**src/rtl/wb_port_arbiter.sv**
```systemverilog
// Writeback arbiter for the single register-file write port: ALU vs load responses,
// with a per-register pending-load scoreboard that keeps ALU writes from overtaking older loads.
module wb_port_arbiter #(
  parameter int XLEN         = 64,
  parameter int AW           = 5,
  parameter int STARVE_LIMIT = 4
) (
  input  logic                clk,
  input  logic                rst_n,
  input  logic                alu_valid,
  output logic                alu_ready,
  input  logic [AW-1:0]       alu_rd,
  input  logic [XLEN-1:0]     alu_data,
  input  logic                lsu_valid,
  output logic                lsu_ready,
  input  logic [AW-1:0]       lsu_rd,
  input  logic [XLEN-1:0]     lsu_data,
  input  logic                iss_valid,
  input  logic [AW-1:0]       iss_rd,
  output logic [(1<<AW)-1:0]  pend,
  output logic                rf_wen,
  output logic [AW-1:0]       rf_waddr,
  output logic [XLEN-1:0]     rf_wdata
);
  localparam int NREG = 1 << AW;
  localparam int CW   = $clog2(STARVE_LIMIT + 1);

  typedef struct packed {
    logic [AW-1:0]   rd;
    logic [XLEN-1:0] data;
  } wb_req_t;

  wb_req_t         win_req;
  logic            acc;
  logic            alu_blk;
  logic            force_alu;
  logic [CW-1:0]   starve_cnt;
  logic [NREG-1:1] pend_hi;

  // x0 never has a load outstanding
  assign pend = {pend_hi, 1'b0};

  assign alu_blk   = (alu_rd != '0) && pend[alu_rd];
  assign force_alu = alu_valid && !alu_blk && (starve_cnt == CW'(STARVE_LIMIT));
  assign lsu_ready = lsu_valid && !force_alu;
  assign alu_ready = alu_valid && !alu_blk && !lsu_ready;
  assign acc       = alu_ready || lsu_ready;

  always_comb begin
    win_req = '{rd: alu_rd, data: alu_data};
    if (lsu_ready) win_req = '{rd: lsu_rd, data: lsu_data};
  end

  // A blocked ALU is waiting on ordering, not losing arbitration, so it is not counted.
  always_ff @(posedge clk or negedge rst_n) begin
    if (!rst_n)
      starve_cnt <= '0;
    else if (!alu_valid || alu_ready)
      starve_cnt <= '0;
    else if (!alu_blk && lsu_ready && (starve_cnt != CW'(STARVE_LIMIT)))
      starve_cnt <= starve_cnt + 1'b1;
  end

  always_ff @(posedge clk or negedge rst_n) begin
    if (!rst_n) begin
      rf_wen   <= 1'b0;
      rf_waddr <= '0;
      rf_wdata <= '0;
    end else begin
      rf_wen <= acc && (win_req.rd != '0);
      if (acc) begin
        rf_waddr <= win_req.rd;
        rf_wdata <= win_req.data;
      end
    end
  end

  for (genvar n = 1; n < NREG; n++) begin : g_pend
    wb_pend_cell u_cell (
      .clk   (clk),
      .rst_n (rst_n),
      .set   (iss_valid && (iss_rd == AW'(n))),
      .clr   (lsu_ready && (lsu_rd == AW'(n))),
      .q     (pend_hi[n])
    );
  end
endmodule

// One scoreboard bit: a new issue beats a same-cycle writeback clear.
module wb_pend_cell (
  input  logic clk,
  input  logic rst_n,
  input  logic set,
  input  logic clr,
  output logic q
);
  always_ff @(posedge clk or negedge rst_n) begin
    if (!rst_n)   q <= 1'b0;
    else if (set) q <= 1'b1;
    else if (clr) q <= 1'b0;
  end
endmodule

```
**config.mk**
```make
export PLATFORM = sky130hd
export DESIGN_NAME = wb_port_arbiter
export DESIGN_NICKNAME = d
export VERILOG_FILES = /design/src/rtl/wb_port_arbiter.sv
export SDC_FILE = /design/constraint.sdc
export NUM_CORES = 1
export LEC_CHECK = 0
export BUFFER_PORTS_ARGS = -buffer_cell sky130_fd_sc_hd__buf_2
export CORE_MARGIN = 4
export CORE_UTILIZATION = 48
export CTS_CLUSTER_DIAMETER = 100
export DETAILED_ROUTE_END_ITERATION = 7
export PLACE_DENSITY = 0.8
export SETUP_SLACK_MARGIN = 0.4
export SYNTH_ARGS = -nofsm -noshare
export SYNTH_HDL_FRONTEND = slang
export SYNTH_SLANG_ARGS = --single-unit
```
**constraint.sdc**
```tcl
create_clock -name clk -period 3.8 [get_ports clk]
set_input_delay 0.76 -clock clk [delete_from_list [all_inputs] [get_ports clk]]
set_output_delay 0.76 -clock clk [all_outputs]
set_load 0.005 [all_outputs]
```
==> results.md, run 1 <==
- The flow ran to the end, but the final reports show violations.
- The checks that failed: DRC.
- The initial antenna violation count came to 1.
- Detailed placement ended at an HPWL of 12900 um.
- The switching power summed over all nets is 0.912 mW.
- The final max-slew violation count came to 0.
- The average cell area after synthesis is 9.97 um2.
- Routability-driven placement finished with a final weighted congestion of 0.997.
- CTS placed an instance of sky130_fd_sc_hd__clkbuf_16 at the clock tree root.
- After clock tree synthesis, the setup repair step added 0 buffers.
- For this block, the initial DRC count from the detailed router was between 400 and 500.
- Leaving out fill and tap cells, the most frequent cells in the layout are 249 x sky130_fd_sc_hd__buf_2, 104 x sky130_fd_sc_hd__dfrtp_1, 68 x sky130_fd_sc_hd__mux2i_1, 66 x sky130_fd_sc_hd__a21oi_1, 65 x sky130_fd_sc_hd__o22ai_1.
- The total global routing track utilization is 0.247.
- The clock tree from TritonCTS is done.
- The mapped cell area is 5690 um2.
- Clock latency on the worst-skew pair, taken at its later pin, is approximately 0.34 ns.
- After routing the design area is 7060 um2.
- The area of the die is roughly 14000 um2.
- The first global-routing pass estimated 26600 um of wire.
- Among cell families on the critical path, the largest total delay comes from multiplexers.
- The count of inserted antenna diode cells is 0.
- The core footprint is 11500 um2.
- In the final timing run, aggregate negative setup slack is 0 ns.
- The origin of the critical flop-to-flop path is g_pend[23].u_cell.q$_DFFE_PN0P_.
- Of the total power, registers draw 0.453.
- Among all flip-flop cells after synthesis, the most frequent one is sky130_fd_sc_hd__dfrtp_1.
- The wire length on met3 is 1710 um.
- The die height is 117 um.
- The number of flip-flops and latches in the synthesized netlist is about 100.
- Across the run, the number of max-cap violations was 0.
- Once layout is complete, the utilization of the core stands at 0.613.
- The number of different library cells in the post-synthesis netlist is 41.
- The power per standard cell area is approximately 430 nW/um2.
- The number of gates resized after CTS was 0.
- The tree built by TritonCTS fans out to roughly 100 sinks.
- The number of buffers added by the clock tree synthesis step is 9.
- The topmost layer with routed signal wires is met5.
- Among the stages of the critical path, the cell type that occurs most often is sky130_fd_sc_hd__buf_2.
- The maximum clock rate is 0.305 GHz.
- The share of total power dissipated in the clock network is 0.300.
- The post-synthesis cell count is 570.
- The arrival time reported for the critical path endpoint is 2.52 ns.
- The number of hold buffers added after CTS was 0.
- At the pin with the least slew margin, the transition time is around 0.74 ns.
- The detail route stage leaves a number of antenna-violating nets equal to 0.
- The largest stage delay on the critical path is 0.52 ns.
- In the detailed route, the total length drawn on met2 is between 8000 and 9000 um.
- The count of H-tree levels built during CTS is 3.
- The number of buffers on the longest clock path is 2.
- The overflow left after global routing is 0.
- In the final layout, the share of cells above drive strength 1 is 0.375.
- The sum of routed wire length over all layers is 17800 um.
- The routed design could run at a clock period as short as approximately 3.3 ns.
- Across all register-to-register paths, the minimum setup slack is 1.18 ns.
- The source of the critical timing path is alu_rd[0].
- The share of flip-flops with an asynchronous set or reset after synthesis is 1.00.
- The length of routed wiring on met1 is between 6000 and 7000 um.
- In this run the worst path has a maximum fanout of 8.
- The number of nets in the synthesized netlist is roughly 700.
- The number of failing hold endpoints at the final stage is 0.
- The average via count per standard cell is 5.95.
- The slowest stage of the critical path belongs to the cell sky130_fd_sc_hd__mux4_2.
- The post-synthesis to final-layout area growth is 24.1%.
- The number of enable flip-flop cells after synthesis is 0.
- The row count is 39.
- Port buffering added 250 buffers.
- The data required time at the worst endpoint is slightly above 3 ns.
- The count of synthesis-stage warnings from yosys is 0.
- Entering global routing, the biggest net connects 79 pins.
- The critical path in this run is classified as in -> out.
- Clock skew on the completed layout was measured at 0.00669 ns.
- Together, buffers and inverters on the worst path number 3.
- The worst pin sits at a relative slew slack of 0.505.
- The highest ir drop seen on vdd is 0.000210 V.
- The worst hold-check path type is in -> async.
- The total number of nets in the final design is 914.
- The critical path goes through buf_2, mux4_2, mux2_2, o221ai_4, a41o_2, inv_1, buf_2.
- In this run the horizontal extent of the chip is 117 um.
- Setup repair after global routing left no endpoint under its margin.
- Of the total power, the share spent switching nets is 0.297.
- The part of the Yosys area used for sequential elements is 0.458.
- The logic gate share of total power is 0.247.
- The wire length per cell is 19.5 um.
- STA classifies the critical path startpoint as an input port.
- The cell leakage power is 3.47 nW.
- The remaining routing DRC violations is 1.
- The portion of the clock cycle consumed by the worst path in the final layout is 0.864.
- After clock tree synthesis, the clock-pin slew on the worst setup and hold paths is 0.07 ns.
- For this block, the via count after detailed routing is 5428.
- STA classifies the critical path endpoint as an output port.
- The placed instances occupy a cell area of around 6800 um2.
- The internal power of the cells totals 2.16 mW.
- The via count of the first global-routing pass came to 5259.
- The completed layout was analyzed and its total power is 3.07 mW.
- For this design the top-level I/O count stands at 252.
- The first TritonRoute pass finished after 8 iterations.
- Setup violations remaining at the end of the flow were counted as 0.
- The library cell used most frequently in the layout, excluding fill and tap cells, is sky130_fd_sc_hd__buf_2.
- The starting density of the core is 0.494.
## state kept, by name (all words and copies together) (netlist names)
register / cells
g_pend.u_cell.q: 31
rf_waddr: 5
rf_wdata: 64
rf_wen: 1
starve_cnt: 3
## worst paths after layout
| kind | endpoint | cells past startpoint |
|---|---|---|
| worst max-delay path | lsu_ready | 7 |
| worst min-delay path | rf_wdata[38]$_DFFE_PN0P_ | 1 |
| worst max register to register | rf_wdata[7]$_DFFE_PN0P_ | 8 |
| worst min register to register | g_pend[7].u_cell.q$_DFFE_PN0P_ | 1 |
| max in group asynchronous | rf_wdata[16]$_DFFE_PN0P_ | 2 |
| min in group clk | g_pend[7].u_cell.q$_DFFE_PN0P_ | 1 |
## synth_stat cells, types with 6 or more instances
| master | n | area share |
|---|---|---|
| sky130_fd_sc_hd__dfrtp_1 | 104 | 0.46 |
| sky130_fd_sc_hd__mux2i_1 | 68 | 0.12 |
| sky130_fd_sc_hd__a21oi_1 | 66 | 0.058 |
| sky130_fd_sc_hd__o22ai_1 | 65 | 0.072 |
| sky130_fd_sc_hd__nand2_1 | 44 | 0.029 |
| sky130_fd_sc_hd__nor2_1 | 42 | 0.028 |
| sky130_fd_sc_hd__buf_4 | 37 | 0.049 |
| sky130_fd_sc_hd__clkbuf_1 | 25 | 0.017 |
| sky130_fd_sc_hd__a22o_1 | 18 | 0.028 |
| sky130_fd_sc_hd__buf_2 | 13 | 0.011 |
| sky130_fd_sc_hd__a32o_1 | 7 | 0.012 |
| sky130_fd_sc_hd__nor2b_1 | 7 | 0.0077 |
| sky130_fd_sc_hd__nor3_1 | 7 | 0.0062 |
| sky130_fd_sc_hd__o41ai_1 | 7 | 0.011 |
| sky130_fd_sc_hd__nand3b_1 | 6 | 0.0079 |
## per-layer routing
layer / up-vias / GRT usage
met5: - / 0
met4: 2 / 0.0879
met3: 46 / 0.0730
met2: 314 / 0.413
met1: 2596 / 0.306
li1: 2470 / -
## area by class of cell
class | instances | area (um2)
Inverter | 5 | 18.8
Multi-Input combinational cell | 384 | 2620
Sequential cell | 104 | 2600
Fill cell | 982 | 4460
Clock inverter | 6 | 60.1
Clock buffer | 10 | 229
Tap cell | 143 | 179
Timing Repair Buffer | 260 | 1350
## logic make-up (layout without fill, tap and decap cells)
group | after synthesis | in the layout | share of synthesized area
AOI/OAI and AO/OA | 176 | 176 | 0.201
adders and majority gates | 2 | 2 | 0.00440
buffers and inverters | 82 | 281 | 0.0841
DFF | 104 | 104 | 0.458
muxes | 76 | 76 | 0.145
other | 1 | 1 | 0.000660
and+or+nand+nor | 129 | 129 | 0.106
## per-stage QoR
stage               std cells  hold WS [ns]  worst slack, ns
finish                    912         0.464            0.517
global placement          895         0.502            0.530
floorplan                 570         0.464            0.463
global route              912         0.531            0.438
detailed placement        895         0.498            0.471
CTS                       911         0.489            0.463
## power by group through the flow
stage	clock network, mW	registers [mW]	logic [mW]
final	0.921	1.39	0.757
after global routing	0.980	1.40	0.830
after CTS	0.941	1.39	0.757
after detailed placement	0	1.40	0.756
after global placement	0	1.40	0.729
after floorplan	0	1.37	0.507
No activity file was read; power rests on OpenSTA's default activity.
==> run 2, diff against run 1 <==
PLACE_DENSITY = 0.81   (was 0.8)
==> run 2 against run 1 <==
Net effect: highest routed layer is now met4; cell count increased by 0.11%; critical path depth unchanged; the run now ends clean; register-to-register slack barely moved; utilization is 0.46 points higher; via count rose by 0.26%; die area did not move; worst setup slack got worse by 0.027 ns; non-clock buffer count increased by 1; cell area rose by 0.74%; combinational power decreased by 0.7%.
==> results.md, run 2 (same netlist as run 1, synthesis figures left out) <==
- TritonCTS created 9 clock buffers.
- The post-synthesis to final-layout area growth is 25.1%.
- The register with the highest flop count is rf_wdata.
- Of the total power, the share spent switching nets is 0.284.
- The number of flip-flops under the largest register name is 64.
- The total global routing track utilization is 0.251.
- The placer's final routability congestion estimate is 0.923.
- The flow ran to the end, and the final reports show no timing, DRC or antenna violations.
- The length of routed wiring on met1 is 6830 um.
- After detailed routing, the met3 layer carries roughly 1600 um of wire.
- In the final timing run, aggregate negative setup slack is 0 ns.
- The count of H-tree levels built during CTS is 3.
- The number of buffers and inverters on the critical path is 2.
- Summed over all layers, the routed wires come to 17800 um.
- The total length of routed met2 wires is between 8000 and 9000 um.
- The logic gate share of total power is 0.234.
- Along the worst path, the maximum fanout reaches 12.
- The finished cells cover 7110 um2.
- Measured along the y axis, the die boundary spans 117 um.
- Setup repair after global routing left no endpoint under its margin.
- The first routing iteration left 486 violations.
- The most common library cell in the layout ignoring fill and taps is sky130_fd_sc_hd__buf_2.
- The transition at the pin with the smallest max-transition slack is 0.691 ns.
- The nature of the critical path endpoint is an output port.
- The critical-path cell with the highest stage delay is sky130_fd_sc_hd__mux4_2.
- 252 I/O pins were placed.
- Of the cells placed in the final design, the portion with a size suffix greater than 1 is 0.376.
- In this run the power spent charging and discharging nets is 0.913 mW.
- The data required time at the worst endpoint is 3.04 ns.
- The setup slack of the most critical reg-to-reg path is 1.17 ns.
- The worst setup path is launched from an input port.
- In this run the worst hold path is classified as in -> async.
- The cell leakage power is 3.49 nW.
- The row count is 39.
- The final period demand of the worst path is 3.31 ns.
- The area of the die is 13700 um2.
- The via count of the first global-routing pass is approximately 5300.
- The number of I/O port buffers is 250.
- The type of the worst setup path is in -> out.
- The topmost layer with routed signal wires is met4.
- In this run the power density over the cells is approximately 450 nW/um2.
- In this design, the largest share of critical-path delay is due to multiplexers.
- TritonCTS built the clock tree.
- After detailed routing, the number of vias per cell comes to 5.96.
- The cell occurring most often along the worst timing path is sky130_fd_sc_hd__buf_2.
- The largest registers in the layout are rf_wdata x64, g_pend.u_cell.q x31, rf_waddr x5.
- The worst pin sits at a relative slew slack of 0.539.
- The worst-case clock skew is 0.00760 ns.
- The later pin in the worst-skew pair is clocked with a latency of about 0.34 ns.
- The share of total power dissipated in the clock network is 0.334.
- The overall via count from detail_route is ~5400.
- The die is approximately 120 um wide.
- The initial antenna violation count was 0.
- The largest single stage delay on the critical path is between 0.5 and 0.6 ns.
- The placed instances occupy a cell area of 6760 um2.
- The first detailed-routing pass ran for 5 iterations.
- The tool flagged a number of max-cap violations equal to 0.
- After clock tree synthesis, the clock-pin slew on the worst setup and hold paths is 0.07 ns.
- The number of failing hold endpoints at the final stage was 0.
- The highest ir drop seen on vdd is 0.000266 V.
- The starting density of the core is 0.494.
- The library cells used most frequently in the layout, excluding fill and tap cells, are 249 x sky130_fd_sc_hd__buf_2, 104 x sky130_fd_sc_hd__dfrtp_1, 68 x sky130_fd_sc_hd__mux2i_1, 66 x sky130_fd_sc_hd__a21oi_1, 65 x sky130_fd_sc_hd__o22ai_1.
- The wire length per cell is 19.5 um.
- Once detail routing completed, the nets flagged for antenna violations numbered 0.
- Of the total power, registers draw 0.432.
- The total number of nets in the final design is around 920.
- The internal power consumption is 2.30 mW.
- Counting every sink on the clock net gives 104.
- The clock root buffer is sky130_fd_sc_hd__clkbuf_16.
- Setup violations remaining at the end of the flow were counted as 0.
- Global routing finished with a remaining overflow of 0.
- The first global-routing pass estimated 26900 um of wire.
- In the finished design, the share of the clock period the worst path needs comes to 0.871.
- The remaining routing DRC violations is 0.
- The number of buffers on the longest clock path is 2.
- The number of gates resized after cts is 0.
- The critical path goes through buf_2, mux4_2, mux2_2, o221ai_4, nand4_1, nor2_1, buf_2.
- The arrival time reported for the critical path endpoint is 2.55 ns.
- The final max-slew violation count is 0.
- For this run, the top clock speed supported by timing is ~0.30 GHz.
- Once detailed placement completed, the half-perimeter wirelength came to 13100 um.
- The region available for standard cell placement spans 11500 um2.
- Entering global routing, the biggest net connects 76 pins.
-- run 2: cell count changes in the layout (fill, tap and decap cells not counted) --
cell / previous run / this run
sky130_fd_sc_hd__buf_4: 9 / 11
sky130_fd_sc_hd__clkbuf_8: 0 / 1
sky130_fd_sc_hd__clkinv_2: 3 / 0
sky130_fd_sc_hd__bufinv_16: 1 / 3
sky130_fd_sc_hd__diode_2: 0 / 1
sky130_fd_sc_hd__clkbuf_1: 1 / 0
sky130_fd_sc_hd__buf_12: 2 / 1
-- run 2: metal layers --
| metal | vias to the layer above | GRT usage |
|---|---|---|
| met4 | 0 | 0.109 |
| li1 | 2477 | - |
| met5 | - | 0 |
| met3 | 45 | 0.0596 |
| met1 | 2591 | 0.317 |
| met2 | 329 | 0.414 |
-- run 2: final timing paths --
kind,end,from,cells past startpoint
setup / recovery,alu_ready,alu_rd[1],7
hold / removal,rf_wdata[42]$_DFFE_PN0P_,rst_n,1
setup reg to reg,rf_waddr[1]$_DFFE_PN0P_,g_pend[23].u_cell.q$_DFFE_PN0P_,7
hold reg to reg,g_pend[2].u_cell.q$_DFFE_PN0P_,g_pend[2].u_cell.q$_DFFE_PN0P_,1
max in group asynchronous,rf_wdata[19]$_DFFE_PN0P_,rst_n,2
min in group clk,g_pend[2].u_cell.q$_DFFE_PN0P_,g_pend[2].u_cell.q$_DFFE_PN0P_,1
-- run 2: power groups by stage --
stage	clock [mW]	sequential [mW]	combinational [mW]
after CTS	1.09	1.39	0.753
after global placement	0	1.40	0.727
after detailed placement	0	1.41	0.752
after global routing	1.15	1.41	0.828
final	1.07	1.39	0.752
after floorplan	0	1.37	0.507
-- run 2: repair_timing --
item	4_1_cts	5_1_grt
hold buffers	0	0
setup buffers	0	1
endpoints found under the hold margin	0	0
setup endpoints to repair	0	1
-- run 2: area by class of cell --
type | count | area (um2)
inverter | 5 | 18.8
sequential | 104 | 2600
multi-input combinational | 384 | 2620
clock buffer | 10 | 239
tap | 143 | 179
antenna | 1 | 2.50
clock inverter | 5 | 105
fill | 958 | 4410
timing repair buffer | 261 | 1350
-- run 2: worst register-to-register path, stage by stage (launching register included) --
cell and delay [ns]:
sky130_fd_sc_hd__dfrtp_1 0.43, sky130_fd_sc_hd__mux4_2 0.49, sky130_fd_sc_hd__mux2_2 0.31, sky130_fd_sc_hd__o221ai_4 0.24
sky130_fd_sc_hd__a41o_2 0.27, sky130_fd_sc_hd__buf_4 0.46, sky130_fd_sc_hd__nor2_1 0.08, sky130_fd_sc_hd__a211oi_1 0.25
-- run 2: through the flow --
stage | power, mW | std cells | setup WS (ns) | utilization | hold slack [ns]
2_1_floorplan | 1.88 | 570 | 0.463 | - | 0.464
3_5_place_dp | 2.16 | 896 | 0.431 | 0.587 | 0.515
4_1_cts | 3.23 | 911 | 0.426 | 0.617 | 0.480
6_report | 3.22 | 913 | 0.490 | 0.617 | 0.461
5_1_grt | 3.38 | 912 | 0.404 | 0.617 | 0.509
3_3_place_gp | 2.13 | 896 | 0.491 | 0.587 | 0.511
